### config.mk
export PLATFORM = sky130hd
export DESIGN_NAME = si5340_i2c_responder
export DESIGN_NICKNAME = d
export VERILOG_FILES = /design/src/rtl/cfg_pkg.sv /design/src/rtl/i2c_line_sync.sv /design/src/rtl/si5340_i2c_responder.sv
export SDC_FILE = /design/constraint.sdc
export NUM_CORES = 2
export LEC_CHECK = 0
export CAP_MARGIN = 5
export CORE_MARGIN = 2
export CORE_UTILIZATION = 30
export CTS_CLUSTER_SIZE = 30
export DETAILED_ROUTE_END_ITERATION = 7
export GPL_ROUTABILITY_DRIVEN = 0
export HOLD_SLACK_MARGIN = 0.06
export SYNTH_ARGS = -nofsm -noshare
export SYNTH_HDL_FRONTEND = slang
export SYNTH_SLANG_ARGS = --single-unit
### constraint.sdc
create_clock -name clk_i -period 5.2 [get_ports clk_i]
set_input_delay 0.52 -clock clk_i [delete_from_list [all_inputs] [get_ports clk_i]]
set_output_delay 0.52 -clock clk_i [all_outputs]
set_load 0.02 [all_outputs]
### src/rtl/cfg_pkg.sv
// Shared configuration for the Si5340 I2C register responder.
package cfg_pkg;

  // 7-bit device address answered by default.
  localparam logic [6:0]  SLAVE_ADDR = 7'h74;
  localparam int unsigned DATA_WIDTH = 8;

  // R/W bit of the address byte.
  typedef enum logic {
    WRITE = 1'b0,
    READ  = 1'b1
  } r_w_t;

endpackage

### src/rtl/i2c_line_sync.sv
// Synchronises SCL/SDA into clk_i and derives SCL edges plus START/STOP.
module i2c_line_sync (
  input  logic clk_i,
  input  logic arstn_i,
  input  logic scl_i,
  input  logic sda_i,
  output logic sda_o,
  output logic scl_rise_o,
  output logic scl_fall_o,
  output logic start_o,
  output logic stop_o
);

  logic [1:0] scl_sync_q;
  logic [1:0] sda_sync_q;
  logic       scl_prev_q;
  logic       sda_prev_q;
  logic       scl_s;
  logic       sda_s;

  // Two-flop synchronisers plus one delayed copy for edge detection; idle bus is high.
  always_ff @(posedge clk_i or negedge arstn_i) begin
    if (!arstn_i) begin
      scl_sync_q <= 2'b11;
      sda_sync_q <= 2'b11;
      scl_prev_q <= 1'b1;
      sda_prev_q <= 1'b1;
    end else begin
      scl_sync_q <= {scl_sync_q[0], scl_i};
      sda_sync_q <= {sda_sync_q[0], sda_i};
      scl_prev_q <= scl_sync_q[1];
      sda_prev_q <= sda_sync_q[1];
    end
  end

  assign scl_s = scl_sync_q[1];
  assign sda_s = sda_sync_q[1];

  assign sda_o      = sda_s;
  assign scl_rise_o = scl_s & ~scl_prev_q;
  assign scl_fall_o = ~scl_s & scl_prev_q;
  // SCL must be high on both samples so an SDA move next to an SCL edge is not misread.
  assign start_o    = scl_s & scl_prev_q & sda_prev_q & ~sda_s;
  assign stop_o     = scl_s & scl_prev_q & ~sda_prev_q & sda_s;

endmodule

### src/rtl/si5340_i2c_responder.sv
// I2C target exposing a byte register file behind a 16-bit auto-incrementing pointer.
module si5340_i2c_responder #(
  parameter logic [6:0]  SLAVE_ADDR = cfg_pkg::SLAVE_ADDR,
  parameter int unsigned MEM_DEPTH  = 256
) (
  input  logic        clk_i,
  input  logic        arstn_i,
  input  logic        scl_i,
  input  logic        sda_i,
  output logic        sda_o,
  output logic        sda_oen_o,
  output logic        wr_stb_o,
  output logic [15:0] reg_addr_o,
  output logic [7:0]  reg_wdata_o,
  output logic        busy_o
);

  localparam int unsigned AW = $clog2(MEM_DEPTH);
  localparam int unsigned DW = cfg_pkg::DATA_WIDTH;

  typedef enum logic [3:0] {
    StIdle, StDevAddr, StAckDev, StRegHi, StAckHi, StRegLo, StAckLo,
    StWrData, StAckWr, StRdData, StRdAck
  } state_t;

  logic sda_s, scl_rise, scl_fall, start_det, stop_det;

  i2c_line_sync u_line_sync (
    .clk_i      (clk_i),
    .arstn_i    (arstn_i),
    .scl_i      (scl_i),
    .sda_i      (sda_i),
    .sda_o      (sda_s),
    .scl_rise_o (scl_rise),
    .scl_fall_o (scl_fall),
    .start_o    (start_det),
    .stop_o     (stop_det)
  );

  state_t        state_q;
  logic [2:0]    bit_cnt_q;
  logic          byte_done_q;  // 8th bit seen (or RD_ACK sampled), waiting for SCL fall
  logic [DW-1:0] shreg_q;
  logic [DW-1:0] tx_q;
  logic [DW-1:0] hi_q;
  logic [15:0]   ptr_q;
  cfg_pkg::r_w_t rw_q;
  logic          oen_q;
  logic          wr_stb_q;
  logic [DW-1:0] wdata_q;
  logic          busy_q;

  logic [DW-1:0] mem_q [MEM_DEPTH];
  logic [DW-1:0] rd_byte;

  assign rd_byte = mem_q[ptr_q[AW-1:0]];

  // Register file: no reset so contents survive arstn_i; written the cycle after the strobe.
  always_ff @(posedge clk_i) begin
    if (wr_stb_q) begin
      mem_q[ptr_q[AW-1:0]] <= wdata_q;
    end
  end

  // Protocol FSM; all outputs registered, SDA only changes after a synchronised SCL fall.
  always_ff @(posedge clk_i or negedge arstn_i) begin
    if (!arstn_i) begin
      state_q     <= StIdle;
      bit_cnt_q   <= 3'd0;
      byte_done_q <= 1'b0;
      shreg_q     <= '0;
      tx_q        <= '0;
      hi_q        <= '0;
      ptr_q       <= 16'h0000;
      rw_q        <= cfg_pkg::WRITE;
      oen_q       <= 1'b1;
      wr_stb_q    <= 1'b0;
      wdata_q     <= '0;
      busy_q      <= 1'b0;
    end else begin
      wr_stb_q <= 1'b0;
      // Increment after the strobe cycle so reg_addr_o shows the written address with it.
      if (wr_stb_q) begin
        ptr_q <= ptr_q + 16'd1;
      end
      if (stop_det) begin
        state_q     <= StIdle;
        oen_q       <= 1'b1;
        busy_q      <= 1'b0;
        bit_cnt_q   <= 3'd0;
        byte_done_q <= 1'b0;
      end else if (start_det) begin
        state_q     <= StDevAddr;
        oen_q       <= 1'b1;
        bit_cnt_q   <= 3'd0;
        byte_done_q <= 1'b0;
      end else begin
        unique case (state_q)
          StIdle: begin
          end
          StDevAddr, StRegHi, StRegLo, StWrData: begin
            if (scl_rise && !byte_done_q) begin
              shreg_q   <= {shreg_q[DW-2:0], sda_s};
              bit_cnt_q <= bit_cnt_q + 3'd1;
              if (bit_cnt_q == 3'd7) begin
                byte_done_q <= 1'b1;
              end
            end else if (scl_fall && byte_done_q) begin
              byte_done_q <= 1'b0;
              bit_cnt_q   <= 3'd0;
              case (state_q)
                StDevAddr: begin
                  if (shreg_q[7:1] == SLAVE_ADDR) begin
                    state_q <= StAckDev;
                    oen_q   <= 1'b0;
                    busy_q  <= 1'b1;
                    rw_q    <= cfg_pkg::r_w_t'(shreg_q[0]);
                  end else begin
                    state_q <= StIdle;
                    busy_q  <= 1'b0;
                  end
                end
                StRegHi: begin
                  hi_q    <= shreg_q;
                  state_q <= StAckHi;
                  oen_q   <= 1'b0;
                end
                StRegLo: begin
                  ptr_q   <= {hi_q, shreg_q};
                  state_q <= StAckLo;
                  oen_q   <= 1'b0;
                end
                default: begin
                  wr_stb_q <= 1'b1;
                  wdata_q  <= shreg_q;
                  state_q  <= StAckWr;
                  oen_q    <= 1'b0;
                end
              endcase
            end
          end
          StAckDev, StAckHi, StAckLo, StAckWr: begin
            if (scl_fall) begin
              oen_q <= 1'b1;
              case (state_q)
                StAckDev: begin
                  if (rw_q == cfg_pkg::READ) begin
                    state_q <= StRdData;
                    tx_q    <= rd_byte;
                    oen_q   <= rd_byte[DW-1];
                  end else begin
                    state_q <= StRegHi;
                  end
                end
                StAckHi: state_q <= StRegLo;
                default: state_q <= StWrData;
              endcase
            end
          end
          StRdData: begin
            if (scl_rise && !byte_done_q) begin
              bit_cnt_q <= bit_cnt_q + 3'd1;
              if (bit_cnt_q == 3'd7) begin
                byte_done_q <= 1'b1;
              end
            end else if (scl_fall) begin
              if (byte_done_q) begin
                byte_done_q <= 1'b0;
                bit_cnt_q   <= 3'd0;
                oen_q       <= 1'b1;
                state_q     <= StRdAck;
              end else begin
                tx_q  <= {tx_q[DW-2:0], 1'b0};
                oen_q <= tx_q[DW-2];
              end
            end
          end
          StRdAck: begin
            if (scl_rise && !byte_done_q) begin
              ptr_q <= ptr_q + 16'd1;
              if (sda_s) begin
                state_q <= StIdle;
                busy_q  <= 1'b0;
              end else begin
                byte_done_q <= 1'b1;
              end
            end else if (scl_fall && byte_done_q) begin
              // Pointer was advanced at the ACK sample, so rd_byte is already the next byte.
              byte_done_q <= 1'b0;
              state_q     <= StRdData;
              tx_q        <= rd_byte;
              oen_q       <= rd_byte[DW-1];
            end
          end
          default: state_q <= StIdle;
        endcase
      end
    end
  end

  assign sda_o       = 1'b0;
  assign sda_oen_o   = oen_q;
  assign wr_stb_o    = wr_stb_q;
  assign reg_addr_o  = ptr_q;
  assign reg_wdata_o = wdata_q;
  assign busy_o      = busy_q;

endmodule

======== Word level (Yosys, flattened, before mapping) ========
Memories as Yosys holds them, arrays and structs flattened.
Cells that the tools add are included.
cells by class
  add/sub/neg operators ................... 2
  equal/unequal tests ..................... 42
  mux-type cells .......................... 83
  bitwise gates (word level) .............. 15
  reduce and logical (&&, ||, !) cells .... 22
operators with widths
  operator                                       count
  2-to-1 mux 16 bit                              7
  2-to-1 mux 7 bit                               8
  2-to-1 mux 4 bit                               12
  2-to-1 mux 1 bit                               39
  inequality test 4 bit, second input constant   8
  case mux 16 bit (2 select lines)               1
  inequality test 5 bit, second input constant   6
  2-to-1 mux 3 bit                               7
  case mux 7 bit (3 select lines)                1
  case mux 4 bit (5 select lines)                1
  AND reduction 9 bit                            2
  adder 16 x 1 -> 16 bit, second input constant  1
  == test 4 x 3 -> 1 bit, second input constant  4
  inequality test 2 bit, second input constant   8
  inequality test 3 bit, second input constant   5
  AND reduction 7 bit                            2
  == test 4 bit, second input constant           3
  case mux 4 bit (3 select lines)                1
  AND reduction 6 bit                            2
  AND reduction 11 bit                           1
  == test 4 x 2 -> 1 bit, second input constant  2
  NOT 1 bit                                      8
  case mux 4 bit (2 select lines)                1
  AND reduction 4 bit                            2
  other kinds (23)                               32
word-level totals
  flip-flop bits (word level) ............. 65
  memory bits (writable) .................. 2048
  memories kept ........................... 1
memory list
  memory  words  width  rd ports  clocked after memory_dff  write ports  RTL line                    RTL
  mem_q   256    8      1         0                         1            si5340_i2c_responder.sv:53  logic [DW-1:0] mem_q [MEM_DEPTH];

======== Logic depth before layout (Yosys ltp) ========
  depth in word-level cells ............... 8
  mapped depth ............................ 13
  mapped depth without buffers ............ 8

======== Hierarchy ========
From an unflattened synthesis, not the netlist that was laid out.
second synthesis, totals
  cells, all modules ...................... 4097
  area total of the unflattened synthesis .. 83344.9 µm²
modules (own cells, without submodules)
  module                times used  cells each  area each (µm²)  seq. area each (µm²)
  si5340_i2c_responder  1           4087        83154.8          62976.6
  i2c_line_sync         1           10          190.2            157.7

======== Worst setup path after synthesis ========
Ideal clock, no wire load.
  kind .................................... register -> register
  start point ............................. reg wdata_q[0] (netlist: reg_wdata_o[0])
  end point ............................... mem mem_q[0][0] (netlist name), data pin
  setup time .............................. 0.828 ns
  arrival ................................. 3.299 ns
  required time ........................... 4.372 ns
  path slack .............................. 1.074 ns
  cell stages (with the launch flop) ...... 1
  clock period less this slack ............ 4.126 ns
  cells stage by stage .................... dfrtp_1
RTL lines
  item                    RTL line                     RTL
  start, declared         si5340_i2c_responder.sv:50   logic [DW-1:0] wdata_q;
  start signal, assigned  si5340_i2c_responder.sv:135  wdata_q <= shreg_q;
  end, declared           si5340_i2c_responder.sv:53
Straight into the memory's write port.

======== Final worst setup path ========
  start point ............................. reg ptr_q[0] (netlist: reg_addr_o[0])
  end point ............................... reg tx_q[1]
on the way
  longest elaborated chain between the ends .. 5
RTL lines
  item                               RTL line                     RTL
  start, declared                    si5340_i2c_responder.sv:46   logic [15:0] ptr_q;
  start signal, assigned             si5340_i2c_responder.sv:84   ptr_q <= ptr_q + 16'd1;
  start signal, assigned             si5340_i2c_responder.sv:129  ptr_q <= {hi_q, shreg_q};
  start signal, assigned             si5340_i2c_responder.sv:180  ptr_q <= ptr_q + 16'd1;
  memory (256 x 8 bit) *             --
  2-to-1 mux 7 bit                   si5340_i2c_responder.sv:147  if (rw_q == cfg_pkg::READ) begin
  2-to-1 mux 7 bit                   si5340_i2c_responder.sv:145  case (state_q)
  2-to-1 mux 7 bit                   si5340_i2c_responder.sv:143  if (scl_fall) begin
  case mux 7 bit (3 select lines) *  si5340_i2c_responder.sv:98   unique case (state_q)
  end signal, assigned               si5340_i2c_responder.sv:149  tx_q <= rd_byte;
  end signal, assigned               si5340_i2c_responder.sv:173  tx_q <= {tx_q[DW-2:0], 1'b0};
  end signal, assigned               si5340_i2c_responder.sv:191  tx_q <= rd_byte;
  end, declared                      si5340_i2c_responder.sv:44   logic [DW-1:0] tx_q;
Every way passes the cells marked *; elsewhere a longest branch is shown, timed or not. The select of a mux whose other input is x is not followed.
A chain may end at the register's enable or synchronous reset.

==> impl_metrics.toml <==
[sta]
fin_setup_tns_ns = 0
rsz0062_at_grt = "no"
worstMarginPinSlew_ns = 1.29
maxSlewViolCount = 0
fmaxAchievable_mhz = 227
fin_crit_ns = 4.40
hold_viol_final = 0
relSlewSlack = 0.138
finalSetupViolCount = 0
fin_crit_sh = 0.846
worst_slack_ns = 0.799
skew_ns = 0.0509

[synthesis]
avgSynthCellArea_um2 = 20.2
synth_warnings = 0
synthCells = 4130
synthDistinctLibCells = 81
ys_seq_area_frac = 0.758
synth_area_um2 = 83300
synth_top_flop_cell = "edfxtp_1"
synthArstFlopShare = 0.0308
ys_seq_elements = 2113
syn_nets = 4140
synth-edff-count = 2048

[detailed_routing]
wl_per_cell_um = 30.4
via_per_inst = 5.41
drt_iter0_drc = 6933
vias = 44400
antenna_left = 0
drt_first_pass_iters = 7
drc_errors = 0
drt-total-wl_um = 250000

[worst_setup_path]
crit_arrival_ns = 5.13
worstSetupEndpointType = "register"
cp.required_ns = 5.92
crit_path_max_fanout = 35
path_class = "register to register"
critPathLaunchType = "register"

[global_routing]
grt-ovfl-total = 0
use_met1 = 0.241
grt_util_met3 = 0.0476
antenna_found_initial = 14
first_global_vias = 43100
use_met2 = 0.258
gr-max-usage-layer = "met2"
grtUsageTotal = 0.175
grt_max_degree = 192
grt_pass1_wl_um = 348000

[layout]
layout-drive-gt1-share = 0.242
instances_no_fill = 8219
fill_cells = 25600
nNetsFinal = 4335
final_cell_mix = "2048 x edfxtp_1, 484 x mux4_2, 343 x nor2_1, 212 x clkbuf_16, 194 x buf_4"
final_common_cell = "edfxtp_1"
area_growth_pct = 15.4

[floorplanning]
num_rows = 193
die_height_um = 531
io_pins = 32
design.core.area_um2 = 276000
initial_core_util = 0.302
die_area_um2 = 282000
die_w_um = 531

[cts]
cts_hold_buf = 3
clk_latency_ns = 0.88
cts-resized-gates = 0
ctsHtreeMaxLevel = 4
cts_tree = "done"
root_buffer = "clkbuf_16"
postCtsSetupBuffers = 0
cts_made_buffers = 211
cts.sinks = 2113
cts_max_path_buffers = 3
clkSlewWorstSetupHoldPaths_ns = 0.06

[status]
status = "complete, no violations"

[power]
power.leakage_nw = 23.7
powerDensity_nw_per_um2 = 357
peakVddDrop_v = 0.000323

[job]
max_cap_viol_count = 0

[min_path]
min_path_type = "register to register"

[place]
hpwl_um = 159000
port_buffers = 30
dp_cells = 7813
place_ws_ns = 0.967
report_power, final:
group          internal, mW  switching (mW)  leakage [nW]  total (mW)
clock                  9.01            6.74          3.46        15.7
sequential             18.4          0.0368          15.0        18.4
combinational        0.0573          0.0813          5.30       0.139
registers in the layout, indices dropped and copies added (netlist names), 2 cells and up:
| register | count |
|---|---|
| bit_cnt_q | 3 |
| shreg_q | 8 |
| reg_addr_o | 16 |
| mem_q | 2048 |
| reg_wdata_o | 8 |
| u_line_sync.scl_sync_q | 2 |
| hi_q | 8 |
| tx_q | 7 |
| u_line_sync.sda_sync_q | 2 |
| state_q | 4 |
stage by stage:
step	util	power (mW)	hold WS (ns)	instance area, um^2
after global routing	0.348	35.2	0.364	96100
after floorplan	-	18.9	0.224	83300
after CTS	0.348	34.5	0.362	96100
final	0.348	34.3	0.360	96100
after detailed placement	0.322	18.9	0.349	88800
after global placement	0.322	18.9	0.352	88800
cells in the mapped netlist (all sizes together), types with 6 or more instances:
| cell type | count | area (um^2) |
|---|---|---|
| nand2 | 122 | 458 |
| or4 | 6 | 45.0 |
| a221oi | 17 | 149 |
| and3 | 10 | 62.6 |
| mux4 | 484 | 10900 |
| o21ai | 41 | 205 |
| o22ai | 27 | 169 |
| or2 | 6 | 37.5 |
| or3 | 7 | 43.8 |
| ha | 6 | 75.1 |
| a311oi | 7 | 61.3 |
| a2111oi | 12 | 105 |
| nor4 | 14 | 87.6 |
| clkbuf | 120 | 450 |
| nand3 | 53 | 265 |
| nand4 | 16 | 100 |
| a22o | 12 | 105 |
| a22oi | 86 | 646 |
| buf | 146 | 980 |
| a32oi | 14 | 123 |
| nor4b | 6 | 58.8 |
| mux2i | 145 | 1450 |
| a21oi | 61 | 305 |
| nor3 | 24 | 120 |
| mux2 | 31 | 349 |
| edfxtp | 2048 | 61500 |
| o211ai | 10 | 75.1 |
| dfrtp | 58 | 1450 |
| a311o | 6 | 60.1 |
| nor2b | 14 | 87.6 |
| a211oi | 20 | 150 |
| dfstp | 7 | 184 |
| inv | 11 | 41.3 |
| a31oi | 16 | 100 |
| nor2 | 350 | 1310 |
| xnor2 | 12 | 105 |
| nand2b | 12 | 75.1 |
worst paths after layout:
check / from / end / slack [ns] / depth (start not counted)
hold / removal: u_line_sync.scl_sync_q[0] / u_line_sync.scl_sync_q[1] / 0.36 / 0
min in group asynchronous: arstn_i / reg_addr_o[12] / 0.38 / 3
setup reg to reg: reg_addr_o[0] / tx_q[1] / 0.80 / 10
setup / recovery: reg_addr_o[0] / tx_q[1] / 0.80 / 10
hold reg to reg: u_line_sync.scl_sync_q[0] / u_line_sync.scl_sync_q[1] / 0.36 / 0
max in group asynchronous: arstn_i / reg_addr_o[3] / 4.02 / 3
kinds of logic after synthesis:
family,count (synthesis),synth area share
muxes,660,0.152
buffers and inverters,279,0.0178
AOI/OAI and AO/OA,381,0.0325
other,1,0.0000450
adders and majority gates,6,0.000901
xor gates and xnor gates,15,0.00158
and+or+nand+nor,675,0.0368
DFF,2113,0.758
layer usage:
metal  share of wire  vias to the layer above
li1                -                    17500
met1            0.39                    23600
met2            0.44                     2748
met3            0.11                      550
met4           0.050                        6
met5         0.00034                        -
final cells by class:
class                           instances  area (um^2)  share of cell area
Inverter                               13         53.8            0.000560
Multi-Input combinational cell       1738        18800               0.196
Antenna cell                           10         25.0            0.000260
Sequential cell                      2113        63200               0.658
Tap cell                             3705         4640              0.0482
Timing Repair Buffer                  248         2190              0.0228
Clock buffer                          248         5450              0.0567
Clock inverter                        144         1760              0.0183
critical path, cell delays in order, from the launching register on:
cell	delay, ns
dfrtp_4	0.83
buf_12	0.40
buf_12	0.23
mux4_2	0.53
mux2i_1	0.35
o32ai_1	0.40
buf_4	0.25
nor2_1	0.18
nand4_1	0.37
nor4_1	0.51
a21oi_1	0.12
Power figures use the tool's default switching activity.
